==> src/rtl/store_align_unit.sv <==
// Store-path aligner: turns a (addr, data, size) store into one or two
// bus-word-aligned memory writes with byte strobes, or rejects it with err.
module store_align_unit #(
  parameter int XLEN             = 32,
  parameter int ADDR_W           = 32,
  parameter bit ALLOW_MISALIGNED = 1'b1
) (
  input  logic                clk,
  input  logic                rst_n,
  input  logic                in_valid,
  output logic                in_ready,
  input  logic [ADDR_W-1:0]   in_addr,
  input  logic [XLEN-1:0]     in_data,
  input  logic [1:0]          in_size,
  output logic                mem_valid,
  input  logic                mem_ready,
  output logic [ADDR_W-1:0]   mem_addr,
  output logic [XLEN-1:0]     mem_wdata,
  output logic [XLEN/8-1:0]   mem_wstrb,
  output logic                done,
  output logic                err
);

  localparam int SW   = XLEN / 8;
  localparam int OFFW = $clog2(SW);

  typedef enum logic [1:0] {IDLE, BEAT0, BEAT1} state_t;

  state_t              state_reg, state_next;
  logic                mem_valid_reg, mem_valid_next;
  logic [ADDR_W-1:0]   mem_addr_reg, mem_addr_next;
  logic [XLEN-1:0]     mem_wdata_reg, mem_wdata_next;
  logic [SW-1:0]       mem_wstrb_reg, mem_wstrb_next;
  logic [XLEN-1:0]     hi_data_reg, hi_data_next;
  logic [SW-1:0]       hi_strb_reg, hi_strb_next;
  logic                done_reg, done_next;
  logic                err_reg, err_next;

  logic [OFFW-1:0]     off;
  logic [3:0]          nb;
  logic [SW-1:0]       lane_mask;
  logic [XLEN-1:0]     data_masked;
  logic [2*XLEN-1:0]   sdata;
  logic [2*SW-1:0]     sstrb;
  logic [ADDR_W-1:0]   base;
  logic                misaligned;
  logic                illegal;

  assign off  = in_addr[OFFW-1:0];
  assign nb   = 4'd1 << in_size;
  assign base = {in_addr[ADDR_W-1:OFFW], {OFFW{1'b0}}};

  // Keep only the low nb bytes of the source register
  for (genvar gi = 0; gi < SW; gi++) begin : g_lane
    assign lane_mask[gi]          = (4'(gi) < nb);
    assign data_masked[8*gi +: 8] = lane_mask[gi] ? in_data[8*gi +: 8] : 8'h00;
  end

  assign sdata = {{XLEN{1'b0}}, data_masked} << {off, 3'b000};
  assign sstrb = {{SW{1'b0}}, lane_mask} << off;

  always_comb begin
    misaligned = 1'b0;
    case (in_size)
      2'b00:   misaligned = 1'b0;
      2'b01:   misaligned = in_addr[0];
      2'b10:   misaligned = |in_addr[1:0];
      default: misaligned = |in_addr[2:0];
    endcase
  end

  assign illegal = ((XLEN == 32) && (in_size == 2'b11)) ||
                   (!ALLOW_MISALIGNED && misaligned);

  always_comb begin
    state_next     = state_reg;
    mem_valid_next = mem_valid_reg;
    mem_addr_next  = mem_addr_reg;
    mem_wdata_next = mem_wdata_reg;
    mem_wstrb_next = mem_wstrb_reg;
    hi_data_next   = hi_data_reg;
    hi_strb_next   = hi_strb_reg;
    done_next      = 1'b0;
    err_next       = 1'b0;
    case (state_reg)
      IDLE: begin
        if (in_valid) begin
          if (illegal) begin
            err_next = 1'b1;
          end else begin
            state_next     = BEAT0;
            mem_valid_next = 1'b1;
            mem_addr_next  = base;
            mem_wdata_next = sdata[XLEN-1:0];
            mem_wstrb_next = sstrb[SW-1:0];
            hi_data_next   = sdata[2*XLEN-1:XLEN];
            hi_strb_next   = sstrb[2*SW-1:SW];
          end
        end
      end
      BEAT0: begin
        if (mem_ready) begin
          if (|hi_strb_reg) begin
            // Second beat follows with no bubble; address wraps naturally
            state_next     = BEAT1;
            mem_addr_next  = mem_addr_reg + ADDR_W'(SW);
            mem_wdata_next = hi_data_reg;
            mem_wstrb_next = hi_strb_reg;
          end else begin
            state_next     = IDLE;
            mem_valid_next = 1'b0;
            done_next      = 1'b1;
          end
        end
      end
      BEAT1: begin
        if (mem_ready) begin
          state_next     = IDLE;
          mem_valid_next = 1'b0;
          done_next      = 1'b1;
        end
      end
      default: begin
        state_next     = IDLE;
        mem_valid_next = 1'b0;
      end
    endcase
  end

  always_ff @(posedge clk) begin
    if (!rst_n) begin
      state_reg     <= IDLE;
      mem_valid_reg <= 1'b0;
      mem_addr_reg  <= '0;
      mem_wdata_reg <= '0;
      mem_wstrb_reg <= '0;
      hi_data_reg   <= '0;
      hi_strb_reg   <= '0;
      done_reg      <= 1'b0;
      err_reg       <= 1'b0;
    end else begin
      state_reg     <= state_next;
      mem_valid_reg <= mem_valid_next;
      mem_addr_reg  <= mem_addr_next;
      mem_wdata_reg <= mem_wdata_next;
      mem_wstrb_reg <= mem_wstrb_next;
      hi_data_reg   <= hi_data_next;
      hi_strb_reg   <= hi_strb_next;
      done_reg      <= done_next;
      err_reg       <= err_next;
    end
  end

  assign in_ready  = (state_reg == IDLE);
  assign mem_valid = mem_valid_reg;
  assign mem_addr  = mem_addr_reg;
  assign mem_wdata = mem_wdata_reg;
  assign mem_wstrb = mem_wstrb_reg;
  assign done      = done_reg;
  assign err       = err_reg;

endmodule

==> config.mk <==
export PLATFORM = sky130hd
export DESIGN_NAME = store_align_unit
export DESIGN_NICKNAME = d
export VERILOG_FILES = /design/src/rtl/store_align_unit.sv
export SDC_FILE = /design/constraint.sdc
export NUM_CORES = 1
export LEC_CHECK = 0
export CAP_MARGIN = 20
export CORE_ASPECT_RATIO = 0.6
export CORE_UTILIZATION = 45
export DETAILED_ROUTE_END_ITERATION = 8
export GPL_ROUTABILITY_DRIVEN = 0
export PLACE_DENSITY_LB_ADDON = 0.12
export SYNTH_ARGS = -nofsm -noshare
export SYNTH_HDL_FRONTEND = slang
export SYNTH_SLANG_ARGS = --single-unit
==> constraint.sdc <==
create_clock -name clk -period 4.6 [get_ports clk]
set_input_delay 1.15 -clock clk [delete_from_list [all_inputs] [get_ports clk]]
set_output_delay 1.15 -clock clk [all_outputs]
set_load 0.1 [all_outputs]
==> flow_summary.yaml <==
drt:
  drt_iter0_markers: 464
  first_pass_iters: 7
  postRouteAntennaNets: 0
  avgViaCountPerCell: 6.101
  drc: 0
  wirelength_um: 17110
  num_vias: 5613
  drt-wirelength-per-cell_um: 18.60
clocking:
  cts_buffer_depth: 2
  numCtsBuffers: 9
  clk_latency_ns: 0.34
  postCtsSetupBuffers: 0
  cts_tree: "built"
  clock-sinks: 98
  cts_hold_buf: 0
  clkTransAtPathRegs_ns: 0.07
  cts.repair.resized: 0
  root_buffer: "clkbuf_16"
  cts_max_level: 3
timing:
  max_slew_margin: 0.3155
  setup_violations: 0
  fin_setup_tns_ns: 0
  slew_violations: 0
  rsz0062_at_grt: "false"
  final.min_clock_period_ns: 3.484
  max_freq_mhz: 287.0
  finClkSkew_ns: 0.01098
  worst_slew_pin_slew_ns: 1.023
  fin_crit_sh: 0.7574
  hold_viol: 0
  hold_ws_ns: 0.4570
power_and_ir_drop:
  p_per_area_mw_per_mm2: 528.0
  p_leak_nw: 2.540
  power.total_mw: 3.733
  ir_worst_vdd_uv: 389.9
finish:
  largest_reg_flops: 32
  seq_area_mm2: 0.001962
  nFillCells: 1009
  area_growth_pct: 34.77
  n_antenna_cell: 0
  nNetsFinal: 830
  multi_input_area_mm2: 0.003032
  drive_gt1_frac: 0.08421
floorplan:
  start_util: 0.4628
  die_x_um: 141.4
  dieArea_mm2: 0.01211
  ioPinCount: 142
  core_mm2: 0.01134
  fp-row-count: 30
  die_h_um: 85.64
outcome:
  status: "finished, final reports clean"
setup_path:
  crit_path_end_kind: "output port"
  arrival_ns: 2.33
  reg2reg_slack_ns: 1.60
  crit_fanout: 8
  critical_path_required_ns: 3.45
  critPathKind: "register to output port"
  critPathLaunchType: "register"
global_routing:
  grt.overflow.total: 0
  antenna_found_initial: 0
  grt_use_total: 0.2842
  grt_max_degree: 75
  grt_pass1_vias: 5088
  grt_pass1_wl_um: 27020
logic_synthesis:
  avgSynthCellArea_um2: 8.071
  synth_cell_type_count: 61
  synth_top_area_cell: "dfxtp_1"
  yosysSeqAreaShare: 0.3740
  yosys-top-cells-area: "dfxtp_1, a21oi_1, nand2_1"
  synth_top_area_frac: 0.3740
  synth-seq-cells: 98
  synth-async-reset-ratio: 0
  syn_inst: 650
  ys.flop_type: "dfxtp_1"
  syn_area_mm2: 0.005246
  ys_warn_count: 0
  synth-edff-count: 0
placed_design:
  place_hpwl_um: 12010
  port_buffers: 139
min_path:
  min_path_type: "register to register"
run:
  max-cap-violations: 0
==> cells in the mapped netlist (all sizes together) (12+ instances only) <==
cell,count
dfxtp,98
nand2,71
nor2,59
a21oi,56
clkbuf,49
o21ai,33
nor3,27
nand3,23
mux2,18
a22oi,17
a221oi,16
a211oi,15
nand4,12
==> where the power goes <==
part           internal, mW  switching (mW)  leakage [nW]  total (mW)
logic                 0.462            1.29          1.56        1.75
clock network         0.560           0.329         0.176       0.889
registers             0.976           0.121         0.803        1.10
total                  2.00            1.74          2.54        3.73
==> cell families after synthesis <==
logic type                 share of synthesized area
and+or+nand+nor                               0.2287
AOI/OAI and AO/OA                             0.2910
DFF                                           0.3740
buffers and inverters                        0.04936
muxes                                        0.04436
adders and majority gates                    0.01192
other                                      0.0007148
==> cell type report <==
cell class | instances | area share
Clock buffer | 11 | 0.03575
Multi-Input combinational cell | 487 | 0.4288
Clock inverter | 5 | 0.01416
Tap cell | 160 | 0.02831
Sequential cell | 98 | 0.2775
Timing Repair Buffer | 151 | 0.2113
Inverter | 8 | 0.004247
==> layout by cell type, fill, tap and decap left out, types with 3 or more instances in the layout <==
master	n
nor4_1	4
a2bb2oi_1	10
o22ai_1	6
o21ai_0	33
a211oi_1	15
clkdlybuf4s50_1	139
o221a_2	4
a21oi_1	56
nand4_1	11
mux2i_1	3
buf_4	11
bufinv_16	3
clkbuf_16	9
nor3_1	27
o211a_1	8
ha_1	4
a21o_1	7
or3_1	11
nand3_1	21
o221ai_1	9
inv_1	6
a31oi_1	6
a22oi_1	17
mux2_2	18
or4_1	3
a221oi_1	16
and3_1	8
o211ai_1	8
nor2b_1	6
a22o_1	9
nor2_1	59
nand2_1	70
dfxtp_1	98
==> final timing paths <==
check | endpoint | cells after the start | from
min | hi_data_reg[10] | 2 | hi_data_reg[10]
min reg2reg | hi_data_reg[10] | 2 | hi_data_reg[10]
max | in_ready | 3 | state_reg[0]
max reg2reg | mem_addr[28] | 8 | state_reg[1]
==> worst max-delay path, cell delays in order, from the launching register on <==
cell and delay (ns):
dfxtp_1 0.33, inv_1 0.12, ha_1 0.35, clkdlybuf4s50_1 1.20
==> metal layers <==
metal,track usage,vias to the layer above,share of wire
met5,0,-,0
met4,0.05963,0,0.011
met3,0.09436,23,0.10
met2,0.4032,255,0.41
met1,0.4138,2679,0.48
li1,-,2656,-
==> metrics by stage <==
stage               setup WS, ns  cells  cell area [um^2]    util
finish                     1.116    920              7071  0.6237
global route               1.055    920              7071  0.6237
CTS                        1.142    920              7071  0.6237
detailed placement         1.132    904              6718  0.5926
global placement           1.224    904              6718  0.5926
floorplan                  1.806    651              5250       -
Power figures use the tool's default switching activity.
